==> config.mk <==
export PLATFORM = sky130hd
export DESIGN_NAME = ex_muldiv_ctrl
export DESIGN_NICKNAME = d
export VERILOG_FILES = /design/src/rtl/muldiv_pkg.sv /design/src/rtl/muldiv_step.sv /design/src/rtl/ex_muldiv_ctrl.sv
export SDC_FILE = /design/constraint.sdc
export NUM_CORES = 1
export LEC_CHECK = 0
export CORE_UTILIZATION = 63
export CTS_CLUSTER_DIAMETER = 120
export DETAILED_ROUTE_END_ITERATION = 8
export GPL_TIMING_DRIVEN = 0
export PLACE_DENSITY = 0.95
export SLEW_MARGIN = 0
export SYNTH_ARGS = -nofsm -noshare
export SYNTH_HDL_FRONTEND = slang
export SYNTH_HIERARCHICAL = 1
export SYNTH_SLANG_ARGS = --single-unit
==> constraint.sdc <==
create_clock -name clk -period 16.3 [get_ports clk]
set_input_delay 1.63 -clock clk [delete_from_list [all_inputs] [get_ports clk]]
set_output_delay 1.63 -clock clk [all_outputs]
set_load 0.03 [all_outputs]
==> src/rtl/muldiv_pkg.sv <==
// Shared types and constants for the multiply/divide sequencer.
// MULDIV_SIGNED_EN adds the FIXUP state used by signed operations.
package muldiv_pkg;

  localparam int   MULDIV_WIDTH = 32;
  localparam logic MD_MUL       = 1'b0;
  localparam logic MD_DIV       = 1'b1;
  // Replicated WIDTH times to form the divide-by-zero LO value (all ones).
  localparam logic MD_DBZ_FILL  = 1'b1;

  typedef enum logic [1:0] {
    ST_IDLE  = 2'd0,
    ST_BUSY  = 2'd1,
    ST_DONE  = 2'd2
`ifdef MULDIV_SIGNED_EN
    , ST_FIXUP = 2'd3
`endif
  } md_state_e;

endpackage

==> src/rtl/muldiv_step.sv <==
// One combinational iteration: radix-2 shift-add multiply or restoring
// shift-subtract divide over the {acc, lo} working pair.
module muldiv_step
  import muldiv_pkg::*;
#(
  parameter int WIDTH = MULDIV_WIDTH
) (
  input  logic             op,
  input  logic [WIDTH:0]   acc,
  input  logic [WIDTH-1:0] lo,
  input  logic [WIDTH-1:0] a,
  input  logic [WIDTH-1:0] b,
  output logic [WIDTH:0]   acc_nxt,
  output logic [WIDTH-1:0] lo_nxt
);

  logic [WIDTH:0]   sum;
  logic [WIDTH:0]   rem_sh;
  logic [WIDTH+1:0] trial;

  always_comb begin
    sum    = acc + (lo[0] ? {1'b0, a} : '0);
    rem_sh = {acc[WIDTH-1:0], lo[WIDTH-1]};
    // Top bit of trial is the borrow: set means the divisor did not fit.
    trial  = {1'b0, rem_sh} - {2'b00, b};
    if (op == MD_MUL) begin
      acc_nxt = {1'b0, sum[WIDTH:1]};
      lo_nxt  = {sum[0], lo[WIDTH-1:1]};
    end else if (!trial[WIDTH+1]) begin
      acc_nxt = trial[WIDTH:0];
      lo_nxt  = {lo[WIDTH-2:0], 1'b1};
    end else begin
      acc_nxt = rem_sh;
      lo_nxt  = {lo[WIDTH-2:0], 1'b0};
    end
  end

endmodule

==> src/rtl/ex_muldiv_ctrl.sv <==
// Execute-stage multiply/divide sequencer owning HI/LO; stalls via obusy.
// Define MULDIV_SIGNED_EN to enable signed MULT/DIV through a FIXUP cycle.
module ex_muldiv_ctrl
  import muldiv_pkg::*;
#(
  parameter int WIDTH = MULDIV_WIDTH
) (
  input  logic             clk,
  input  logic             rst,
  input  logic             istart,
  input  logic             iop,
  input  logic             isigned,
  input  logic [WIDTH-1:0] iA,
  input  logic [WIDTH-1:0] iB,
  input  logic             iflush,
  output logic             obusy,
  output logic             odone,
  output logic             odiv_by_zero,
  output logic [WIDTH-1:0] ohi,
  output logic [WIDTH-1:0] olo
);

  localparam int            CW        = $clog2(WIDTH);
  localparam logic [CW-1:0] LAST_STEP = CW'(WIDTH - 1);

  md_state_e        state_q, state_d;
  logic [CW-1:0]    cnt_q, cnt_d;
  logic [WIDTH-1:0] a_q, a_d, b_q, b_d, low_q, low_d, hi_q, hi_d, lo_q, lo_d;
  logic [WIDTH:0]   acc_q, acc_d;
  logic             op_q, op_d, dbz_q, dbz_d, done_q, done_d, dbz_out_q, dbz_out_d;
  logic [WIDTH:0]   step_acc;
  logic [WIDTH-1:0] step_lo;

`ifdef MULDIV_SIGNED_EN
  logic               sgn_q, sgn_d, neg_res_q, neg_res_d, neg_rem_q, neg_rem_d;
  logic [2*WIDTH-1:0] prod_fix;
`else
  logic unused_isigned;
  assign unused_isigned = isigned;
`endif

  muldiv_step #(.WIDTH(WIDTH)) u_step (
    .op      (op_q),
    .acc     (acc_q),
    .lo      (low_q),
    .a       (a_q),
    .b       (b_q),
    .acc_nxt (step_acc),
    .lo_nxt  (step_lo)
  );

  always_comb begin
    state_d   = state_q;
    cnt_d     = cnt_q;
    a_d       = a_q;
    b_d       = b_q;
    acc_d     = acc_q;
    low_d     = low_q;
    op_d      = op_q;
    dbz_d     = dbz_q;
    hi_d      = hi_q;
    lo_d      = lo_q;
    done_d    = 1'b0;
    dbz_out_d = 1'b0;
    obusy     = 1'b0;
`ifdef MULDIV_SIGNED_EN
    sgn_d     = sgn_q;
    neg_res_d = neg_res_q;
    neg_rem_d = neg_rem_q;
    prod_fix  = '0;
`endif
    case (state_q)
      ST_IDLE: begin
        // Stall the issuing instruction in the same cycle it asks to start.
        obusy = istart && !iflush && !rst;
        if (istart && !iflush) begin
          op_d  = iop;
          cnt_d = '0;
          acc_d = '0;
          a_d   = iA;
          b_d   = iB;
          dbz_d = 1'b0;
`ifdef MULDIV_SIGNED_EN
          sgn_d     = isigned;
          neg_res_d = isigned & (iA[WIDTH-1] ^ iB[WIDTH-1]);
          neg_rem_d = isigned & iA[WIDTH-1];
          if (isigned && iA[WIDTH-1]) a_d = -iA;
          if (isigned && iB[WIDTH-1]) b_d = -iB;
`endif
          low_d = (iop == MD_MUL) ? b_d : a_d;
          if (iop == MD_DIV && iB == '0) begin
            dbz_d   = 1'b1;
            a_d     = iA;
            state_d = ST_DONE;
          end else begin
            state_d = ST_BUSY;
          end
        end
      end
      ST_BUSY: begin
        obusy = 1'b1;
        acc_d = step_acc;
        low_d = step_lo;
        cnt_d = cnt_q + CW'(1);
        if (cnt_q == LAST_STEP) begin
`ifdef MULDIV_SIGNED_EN
          state_d = sgn_q ? ST_FIXUP : ST_DONE;
`else
          state_d = ST_DONE;
`endif
        end
      end
`ifdef MULDIV_SIGNED_EN
      ST_FIXUP: begin
        obusy = 1'b1;
        if (op_q == MD_MUL) begin
          prod_fix = {acc_q[WIDTH-1:0], low_q};
          if (neg_res_q) prod_fix = -prod_fix;
          acc_d = {1'b0, prod_fix[2*WIDTH-1:WIDTH]};
          low_d = prod_fix[WIDTH-1:0];
        end else begin
          if (neg_res_q) low_d = -low_q;
          if (neg_rem_q) acc_d = {1'b0, -acc_q[WIDTH-1:0]};
        end
        state_d = ST_DONE;
      end
`endif
      ST_DONE: begin
        done_d    = 1'b1;
        dbz_out_d = dbz_q;
        hi_d      = dbz_q ? a_q : acc_q[WIDTH-1:0];
        lo_d      = dbz_q ? {WIDTH{MD_DBZ_FILL}} : low_q;
        state_d   = ST_IDLE;
      end
      default: state_d = ST_IDLE;
    endcase
    // A squash abandons any operation and leaves HI/LO untouched.
    if (iflush) begin
      state_d   = ST_IDLE;
      hi_d      = hi_q;
      lo_d      = lo_q;
      done_d    = 1'b0;
      dbz_out_d = 1'b0;
    end
  end

  always_ff @(posedge clk or posedge rst) begin
    if (rst) begin
      state_q   <= ST_IDLE;
      cnt_q     <= '0;
      a_q       <= '0;
      b_q       <= '0;
      acc_q     <= '0;
      low_q     <= '0;
      op_q      <= 1'b0;
      dbz_q     <= 1'b0;
      hi_q      <= '0;
      lo_q      <= '0;
      done_q    <= 1'b0;
      dbz_out_q <= 1'b0;
`ifdef MULDIV_SIGNED_EN
      sgn_q     <= 1'b0;
      neg_res_q <= 1'b0;
      neg_rem_q <= 1'b0;
`endif
    end else begin
      state_q   <= state_d;
      cnt_q     <= cnt_d;
      a_q       <= a_d;
      b_q       <= b_d;
      acc_q     <= acc_d;
      low_q     <= low_d;
      op_q      <= op_d;
      dbz_q     <= dbz_d;
      hi_q      <= hi_d;
      lo_q      <= lo_d;
      done_q    <= done_d;
      dbz_out_q <= dbz_out_d;
`ifdef MULDIV_SIGNED_EN
      sgn_q     <= sgn_d;
      neg_res_q <= neg_res_d;
      neg_rem_q <= neg_rem_d;
`endif
    end
  end

  assign ohi          = hi_q;
  assign olo          = lo_q;
  assign odone        = done_q;
  assign odiv_by_zero = dbz_out_q;

endmodule

==> results of run 1 <==
==> cells in the final DEF (no fill, tap or decap), types with 4 or more instances in the layout <==
cell type / count
and3_1: 9
clkbuf_8: 6
nand4_1: 7
a21oi_1: 173
clkbuf_16: 23
clkbuf_1: 50
nand3_1: 45
clkinv_2: 4
inv_1: 46
o21a_1: 11
clkdlybuf4s50_1: 134
xnor2_1: 23
xor2_1: 29
ha_1: 66
a311o_1: 4
mux2_2: 30
o21ai_1: 11
nor2_1: 177
nor3_1: 11
nand2_1: 367
buf_1: 10
and2_1: 38
nor4_1: 7
nor2b_1: 5
o21ai_0: 87
nand2b_1: 8
o211ai_1: 22
o21bai_1: 7
mux2i_1: 75
buf_2: 28
a21o_1: 22
dfrtp_1: 204
a211oi_1: 12
==> cell families (layout without fill, tap and decap cells) <==
| logic type | count (synthesis) | in the layout | synth area share, % |
|---|---|---|---|
| multiplexers | 106 | 106 | 8.25 |
| AO/OA/AOI/OAI | 388 | 388 | 17.6 |
| AND/OR/NAND/NOR | 691 | 691 | 21.9 |
| flip-flops | 204 | 204 | 38.2 |
| XOR/XNOR | 52 | 52 | 3.41 |
| adder cells (fa/ha/maj) | 68 | 68 | 6.47 |
| buffers and inverters | 136 | 310 | 4.22 |
==> routing by layer <==
metal	share of wire [%]	vias up	routed length [µm]	track usage [%]
li1	-	5974	-	-
met1	40	6328	17200	52.6
met2	45	870	19300	62.8
met3	10	183	4350	7.87
met4	5.2	0	2250	20.8
met5	0	-	0	0
==> metrics by stage <==
step,std cells,hold WS [ns]
6_report,2089,0.478
4_1_cts,2089,0.478
2_1_floorplan,1645,0.446
3_3_place_gp,2049,0.460
5_1_grt,2089,0.507
3_5_place_dp,2050,0.463
==> registers in the layout (all words and copies together), names as in the netlist <==
register,cells
dbz_q,1
ohi,32
b_q,32
low_q,32
state_q,2
odiv_by_zero,1
odone,1
olo,32
cnt_q,5
acc_q,33
op_q,1
a_q,32
==> Yosys cell counts (4+ instances only) <==
| library cell | instances |
|---|---|
| inv_1 | 47 |
| nor2_1 | 177 |
| a211oi_1 | 12 |
| nand3_1 | 45 |
| o211ai_1 | 22 |
| o21ai_0 | 87 |
| o21bai_1 | 7 |
| and2_1 | 38 |
| o21ai_1 | 11 |
| buf_2 | 28 |
| mux2i_1 | 75 |
| a311o_1 | 4 |
| mux2_2 | 30 |
| clkbuf_1 | 47 |
| nand2b_1 | 8 |
| buf_1 | 10 |
| o21a_1 | 11 |
| nand2_1 | 367 |
| ha_1 | 66 |
| nor4_1 | 7 |
| nor3_1 | 11 |
| nor2b_1 | 5 |
| nand4_1 | 7 |
| a21o_1 | 22 |
| dfrtp_1 | 204 |
| and3_1 | 9 |
| xnor2_1 | 23 |
| xor2_1 | 29 |
| a21oi_1 | 173 |
==> power by group through the flow <==
stage	sequential, W	clock (W)	combinational (W)
final	0.000749	0.000517	0.00130
after floorplan	0.000716	0	0.000945
after global routing	0.000759	0.000540	0.00141
after detailed placement	0.000748	0	0.00124
after global placement	0.000741	0	0.00121
after CTS	0.000741	0.000517	0.00126
==> final cells by class <==
class                           instances  area (µm²)  share of cell area [%]
Clock inverter                          7        66.3                   0.419
Inverter                               48         188                    1.19
Tap cell                              270         338                    2.13
Buffer                                 88         384                    2.43
Sequential cell                       204        5100                    32.3
Timing Repair Buffer                  135        1370                    8.65
Clock buffer                           32         669                    4.23
Multi-Input combinational cell       1305        7710                    48.7
==> worst max-delay path, delay by kind of cell <==
kind,cells,cell delay [ns]
AOI/OAI and AO/OA,1,0.13
buffers and inverters,4,2.07
and+or+nand+nor,1,0.18
==> worst min path at each step <==
stage	to	cells past startpoint
floorplan	b_q[10]	2
global placement	b_q[4]	2
finish	b_q[31]	2
detailed placement	b_q[25]	2
global route	b_q[29]	2
CTS	b_q[25]	2
==> results.yml, run 1 <==
synthesis:
  syn_area_um2: 13400
  syn_nets: 1783
  seq_area_frac_synth_pct: 38.2
  synth-edff-count: 0
  ys_async_sr_fraction_pct: 100
  synth_top_area_share_pct: 38.2
  avgSynthCellArea_um2: 8.13
  yosysUniqueCellTypes: 70
  synth-main-ff-cell: "dfrtp_1"
  yosys_warnings: 6
  ys_ff_latch: 204
  synth_cells: 1645
  synth_area_leaders: "dfrtp_1 (38%), nand2_1 (10%), a21oi_1 (6.5%), ha_1 (6.2%), mux2i_1 (5.6%)"
  yosysTopAreaCell: "dfrtp_1"
cells_and_area:
  antenna_cells: 0
  area_growth_pct: 18.3
  drive_above_1_share_pct: 6.54
  final_util_pct: 77.2
  finalInstanceArea_um2: 15800
  fin_nets: 1942
  fillers: 1374
critical_path:
  required_ns: 14.67
  ff2ff_path_depth: 14
  r2r_setup_slack_ns: 12.18
  crit_end: "obusy"
  crit_slowest_cell: "clkdlybuf4s50_1"
  crit_path_cell_trace: "clkdlybuf4s50_1 > inv_8 > buf_16 > a21oi_1 > nor2_1 > clkdlybuf4s50_1"
  critPathMaxFanout: 124
  worstSetupStartpoint: "rst"
  crit_path_frequent_cell: "clkdlybuf4s50_1"
  slowest_delay_ns: 0.70
  worstPathArrival_ns: 4.20
  worstSetupPathType: "input port to output pin"
  cp-start-kind: "input port"
  end_kind: "output pin"
  rr_startpoint: "low_q[0]"
  reg2reg_to: "acc_q[30]"
sta:
  rsz0062_at_grt: "no"
  fin_skew_ns: 0.00909
  fin_ws_ns: 10.47
  slew_headroom_pct: 42.4
  tns_ns: 0
  hold_viol_final: 0
  slew_viol_final: 0
  fin_crit_sh_pct: 35.8
  tightest_slew_ns: 0.864
  setup_violations: 0
  period_minus_slack_ns: 5.83
  max_clock_freq_ghz: 0.171
grt:
  grt_max_degree: 125
  grt.total_usage_pct: 39.9
  overflow: 0
  first_global_vias: 13100
  grt_pass1_wl_mm: 68.3
  grt_antenna_before_repair: 0
hold_path:
  hp-start: "b_q[31]"
  hold_path.class: "flop to flop"
pwr:
  pwr-share-clk_pct: 20.1
  p_leak_nw: 7.41
  power.internal_w: 0.00143
  p_sw_share_pct: 44.1
  powerDensity_nw_per_um2: 162
  peakVddDrop_v: 0.0000953
  power_switching_w: 0.00113
  power_frac_seq_pct: 29.2
  p_total_w: 0.00257
  pwr-share-comb_pct: 50.7
floorplanning:
  ios: 137
  start_util_pct: 65.3
  dieHeight_um: 148
  coreArea_um2: 20500
  dieWidth_um: 148
  die_area_um2: 21800
  core.rowCount: 52
place:
  pre_cts_slack_ns: 10.46
  port_buffers: 134
  gp_congestion: 0.973
  dpl_cell_area_um2: 15100
  hpwlAfterDp_mm: 31.5
clock_network:
  post-cts-setup-buffers: 0
  tritoncts: "done"
  clk_pin_slew_ns: 0.06
  htree_levels: 1
  numCtsBuffers: 22
  worstSkewPairLatency_ns: 0.52
  hold_buffers: 0
  clockBufferDepth: 3
  cts_resized: 0
  clock_sinks: 204
  root_buffer: "clkbuf_16"
detailed_routing:
  detail_route.wl_per_cell_um: 20.6
  wirelength_mm: 43.1
  drc: 0
  antenna_left: 0
  vias: 13400
  avgViaCountPerCell: 6.39
  firstDrtPassIters: 6
  initialDrtViolationCount: 1480
run:
  cap_viol_max_count: 0
status:
  status: "finished clean"
No activity file was read; power rests on OpenSTA's default activity.
==> run 2, diff against run 1 <==
Settings changed: CORE_UTILIZATION 63 to 58, PLACE_DENSITY 0.95 to 0.89.
Clock period 16.3 ns to 6 ns, I/O delays scaled along.
==> run 2 against run 1 <==
  * Clock power rose to 2.9 times the previous value
  * Cell count rose by 0.96%
  * Clock-buffer cell count is the same
  * Clock skew hardly changed
  * Final area up 0.99%
  * Register-to-register slack worse by 10 ns
  * Critical path type is now flop to flop
  * Worst setup slack worse by 8.6 ns
  * Die area is 8.5% higher
  * Non-clock buffer count up 4
  * Global-route usage shrank 4.6 points
  * Sequential power increased to 2.7 times the previous value
==> results.yml, run 2 (synthesis results as in run 1) <==
status:
  status: "finished clean"
sta:
  fin_crit_sh_pct: 68.3
  max_clock_freq_ghz: 0.244
  slew_viol_final: 0
  tightest_slew_ns: 0.863
  rsz0062_at_grt: "no"
  tns_ns: 0
  setup_violations: 0
  fin_skew_ns: 0.00909
  slew_headroom_pct: 41.7
  period_minus_slack_ns: 4.10
  hold_ws_ns: 0.480
  hold_viol_final: 0
hold_path:
  hold_path.class: "input port to async pin"
critical_path:
  required_ns: 6.40
  cp.buffers_inverters: 1
  crit_slowest_cell: "dfrtp_1"
  end_kind: "flop"
  crit_path_cell_trace: "clkbuf_1 > and2_1 > ha_1 > o211ai_2 > o211ai_2 > a31oi_2 > a21oi_4 > a41oi_4 > o21ai_2 > a22oi_2 > mux2_4 > a311o_1 > nand2_1 > nand2_1"
  worstSetupPathType: "flop to flop"
  critical-path-top-delay-family: "compound AO/OA/AOI/OAI gates"
  worstPathArrival_ns: 4.50
  critPathMaxFanout: 10
  r2r_setup_slack_ns: 1.90
  slowest_delay_ns: 0.65
  cp-start-kind: "flop"
clock_network:
  clock_sinks: 204
  clk_pin_slew_ns: 0.06
  post-cts-setup-buffers: 0
  tritoncts: "done"
  hold_buffers: 0
  clockBufferDepth: 3
  cts_resized: 0
  numCtsBuffers: 23
  worstSkewPairLatency_ns: 0.51
  htree_levels: 1
  root_buffer: "clkbuf_16"
cells_and_area:
  finalInstanceArea_um2: 16000
  final_cells: 2109
  largest_reg_flops: 33
  layout_commonest_cell: "nand2_1"
  area_growth_pct: 19.5
  layout_common_cells: "nand2_1 (367), dfrtp_1 (204), nor2_1 (177)"
  fin_nets: 1947
  final_util_pct: 70.6
  top_register: "acc_q"
  drive_above_1_share_pct: 6.74
  antenna_cells: 0
detailed_routing:
  firstDrtPassIters: 6
  wirelength_mm: 41.5
  avgViaCountPerCell: 6.14
  detail_route.wl_per_cell_um: 19.7
  initialDrtViolationCount: 1229
  vias: 13000
  antenna_left: 0
  drc: 0
grt:
  grt_antenna_before_repair: 0
  overflow: 0
  first_global_vias: 12500
  grt.total_usage_pct: 35.4
  grt_max_degree: 44
  grt_pass1_wl_mm: 66.4
pwr:
  powerDensity_nw_per_um2: 441
  p_leak_nw: 7.46
  peakVddDrop_v: 0.000233
place:
  gp_congestion: 0.978
  dpl_cell_area_um2: 15200
  dp_cells: 2069
  hpwlAfterDp_mm: 31.5
  port_buffers: 134
floorplanning:
  core.rowCount: 55
  start_util_pct: 59.1
  ios: 137
  coreArea_um2: 22600
  die_area_um2: 23700
  dieWidth_um: 154
  dieHeight_um: 154
run:
  cap_viol_max_count: 0
==> run 2: final timing paths <==
kind                             end  cells after the start      from
max in group asynchronous    a_q[23]                      5       rst
min in group clk             b_q[15]                      2   b_q[15]
max reg2reg                acc_q[30]                     14  low_q[0]
max                        acc_q[30]                     14  low_q[0]
min                           ohi[0]                      2       rst
min reg2reg                  b_q[15]                      2   b_q[15]
==> run 2: per-layer routing <==
metal / part of all wire [%] / track usage (%) / vias up
met5: 0 / 0 / -
met4: 3.8 / 14.3 / 0
met3: 8.6 / 5.61 / 116
met2: 46 / 57.1 / 667
met1: 42 / 47.7 / 6184
li1: - / - / 5986
==> run 2: where the power goes <==
part / total [W] / switching, W / internal, W
clock: 0.00151 / 0.000575 / 0.000935
sequential: 0.00202 / 0.000356 / 0.00167
combinational: 0.00352 / 0.00210 / 0.00142
total: 0.00705 / 0.00303 / 0.00402
==> run 2: final cells by class <==
cell class	instances	area (µm²)
Fill cell	1733	6660
Clock buffer	32	659
Sequential cell	204	5100
Multi-Input combinational cell	1305	7710
Tap cell	285	357
Buffer	88	384
Clock inverter	8	145
Inverter	48	184
Timing Repair Buffer	139	1440
==> run 2: worst register-to-register path: cells and delay by family (launching register included) <==
family	cells	cell delay, ns
flip-flops	1	0.65
AND/OR/NAND/NOR	3	0.32
AO/OA/AOI/OAI	8	1.95
multiplexers	1	0.33
adder cells (fa/ha/maj)	1	0.29
buffers and inverters	1	0.44
==> run 2: through the flow <==
step / power (W) / setup slack (ns)
after global placement: 0.00533 / -0.950
after floorplan: 0.00451 / 1.29
after detailed placement: 0.00543 / 2.04
final: 0.00705 / 1.90
after global routing: 0.00750 / 1.81
after CTS: 0.00696 / 2.02
==> run 3, diff against run 2 <==
Clock period 6 ns to 3.8 ns, I/O delays scaled along.
==> run 3 against run 2 <==
  * Worst hold slack lost 0.056 ns
  * Wire length grew 2.5%
  * Worst setup slack lost 1.9 ns
  * Critical path depth is the same
  * Register-to-register slack lost 1.9 ns
  * Die area is the same
  * Final area grew 0.47%
  * Clock skew grew 0.0036 ns
  * Non-clock buffer count grew 3
  * Global-route usage grew 0.55 points
  * First-iteration DRC count grew 8.9%
  * Largest cell class unchanged
==> results.yml, run 3 (synthesis results as in run 1) <==
detailed_routing:
  initialDrtViolationCount: 1338
  firstDrtPassIters: 8
  antenna_left: 0
  drc: 0
  avgViaCountPerCell: 6.18
  vias: 13100
  detail_route.wl_per_cell_um: 20.1
  wirelength_mm: 42.5
place:
  hpwlAfterDp_mm: 31.6
  gp_congestion: 0.994
  dpl_cell_area_um2: 15200
  port_buffers: 134
  dp_cells: 2068
grt:
  grt_max_degree: 44
  grt_antenna_before_repair: 0
  first_global_vias: 12700
  grt_pass1_wl_mm: 67.3
  grt.total_usage_pct: 35.9
  overflow: 0
pwr:
  p_leak_nw: 7.48
  peakVddDrop_v: 0.000473
  power_switching_w: 0.00493
  power_frac_seq_pct: 28.4
  pwr-share-comb_pct: 50.3
  power.internal_w: 0.00632
  pwr-share-clk_pct: 21.2
  p_sw_share_pct: 43.8
  powerDensity_nw_per_um2: 700
critical_path:
  reg2reg_to: "acc_q[31]"
  rr_startpoint: "low_q[0]"
  cp.buffers_inverters: 1
  slowest_delay_ns: 0.52
  cp-start-kind: "flop"
  critPathMaxFanout: 10
  worstSetupPathType: "flop to flop"
  crit_path_frequent_cell: "nand2_1"
  end_kind: "flop"
  r2r_setup_slack_ns: 0.04
  crit_path_cell_trace: "clkbuf_2 > and2_1 > ha_1 > a211oi_2 > o211ai_1 > nand2_1 > o21ai_1 > a311o_2 > o211ai_1 > and3_1 > a2111o_1 > o221ai_1 > nand2_1 > nand2_1"
  required_ns: 4.26
  crit_slowest_cell: "dfrtp_2"
  worstPathArrival_ns: 4.22
  ff2ff_path_depth: 14
  critical-path-top-delay-family: "compound AO/OA/AOI/OAI gates"
clock_network:
  htree_levels: 1
  tritoncts: "done"
  clockBufferDepth: 3
  hold_buffers: 0
  root_buffer: "clkbuf_16"
  clk_pin_slew_ns: 0.07
  clock_sinks: 204
  worstSkewPairLatency_ns: 0.52
  numCtsBuffers: 23
sta:
  fin_crit_sh_pct: 98.9
  max_clock_freq_ghz: 0.266
  tightest_slew_ns: 0.925
  slew_viol_final: 0
  setup_violations: 0
  slew_headroom_pct: 38.0
  fin_skew_ns: 0.0127
  hold_viol_final: 0
  period_minus_slack_ns: 3.76
cells_and_area:
  final_cells: 2114
  multi_input_area_um2: 7760
  fin_nets: 1951
  drive_above_1_share_pct: 7.82
  antenna_cells: 0
  layout_commonest_cell: "nand2_1"
  largest_reg_flops: 33
  regArea_um2: 5110
  top_register: "acc_q"
  layout_common_cells: "nand2_1 (367), dfrtp_1 (203), nor2_1 (177)"
  fillers: 1730
  area_growth_pct: 20.0
  finalInstanceArea_um2: 16100
hold_path:
  worst_hold_path.endpoint: "a_q[7]"
  hold_path_depth: 3
  hold_path.class: "input port to flop"
  hp-start: "iA[7]"
floorplanning:
  dieWidth_um: 154
  coreArea_um2: 22600
  core.rowCount: 55
  start_util_pct: 59.1
  die_area_um2: 23700
  ios: 137
  dieHeight_um: 154
run:
  cap_viol_max_count: 0
status:
  status: "finished clean"
run 3: cell types whose count changed in the layout (fill, tap and decap cells not counted), sizes merged:
cell	delta
buf	+3
clkinv	+3
clkinvlp	+4
inv	+3
clkbuf	-8
run 3: through the flow:
stage                     setup WS [ns]  hold WS [ns]  util (%)  power [W]  setup TNS (ns)
after CTS                       -0.0277         0.402      70.5     0.0110         -0.0529
after detailed placement         -0.114         0.464      66.9    0.00859          -0.206
after global placement            -2.69         0.458      66.6    0.00841         -155.62
after floorplan                  -0.466         0.446         -    0.00713          -0.466
after global routing            -0.0180         0.434      70.9     0.0119         -0.0199
final                            0.0413         0.424      70.9     0.0112               0
run 3: cell type report:
class | count | area share, %
Sequential cell | 204 | 31.8
Timing Repair Buffer | 142 | 9.04
Multi-Input combinational cell | 1305 | 48.4
Clock buffer | 24 | 3.67
Timing Repair inverter | 1 | 0.0312
Clock inverter | 17 | 1.32
Inverter | 48 | 1.15
Buffer | 88 | 2.41
Tap cell | 285 | 2.22
run 3: routing by layer:
| layer | share of wire, % | wire (µm) | vias up | global-route usage (%) |
|---|---|---|---|---|
| li1 | - | - | 5993 | - |
| met1 | 41 | 17200 | 6207 | 47.5 |
| met2 | 45 | 19300 | 714 | 57.8 |
| met3 | 9.6 | 4090 | 140 | 7.10 |
| met4 | 4.5 | 1890 | 0 | 14.9 |
| met5 | 0 | 0 | - | 0 |
run 3: worst max-delay path by stage:
| stage | start | end | slack (ns) | cells after the start |
|---|---|---|---|---|
| floorplan | rst | obusy | -0.47 | 3 |
| global placement | rst | obusy | -2.69 | 5 |
| detailed placement | low_q[0] | acc_q[30] | -0.11 | 14 |
| CTS | low_q[0] | acc_q[31] | -0.03 | 14 |
| global route | low_q[0] | acc_q[30] | -0.02 | 14 |
| finish | low_q[0] | acc_q[31] | 0.04 | 14 |
run 3: power groups by stage:
stage	Clock (W)	Sequential [W]	Combinational, W
2_1_floorplan	0	0.00307	0.00406
3_3_place_gp	0	0.00318	0.00523
3_5_place_dp	0	0.00320	0.00539
4_1_cts	0.00241	0.00317	0.00544
5_1_grt	0.00250	0.00325	0.00618
6_report	0.00239	0.00320	0.00566
run 3: tightest hold or removal path, cell delays in order:
cell and delay (ns):
clkdlybuf4s50_1 0.42, nand2_1 0.07, nand2_1 0.04
run 3: repair_timing:
| item | in CTS | in global routing |
|---|---|---|
| cloned | 0 | 1 |
| setup buffers | 0 | 4 |
| resized for setup | 1 | 15 |
| setup endpoints to repair | 2 | 9 |
| pin swaps | 0 | 7 |
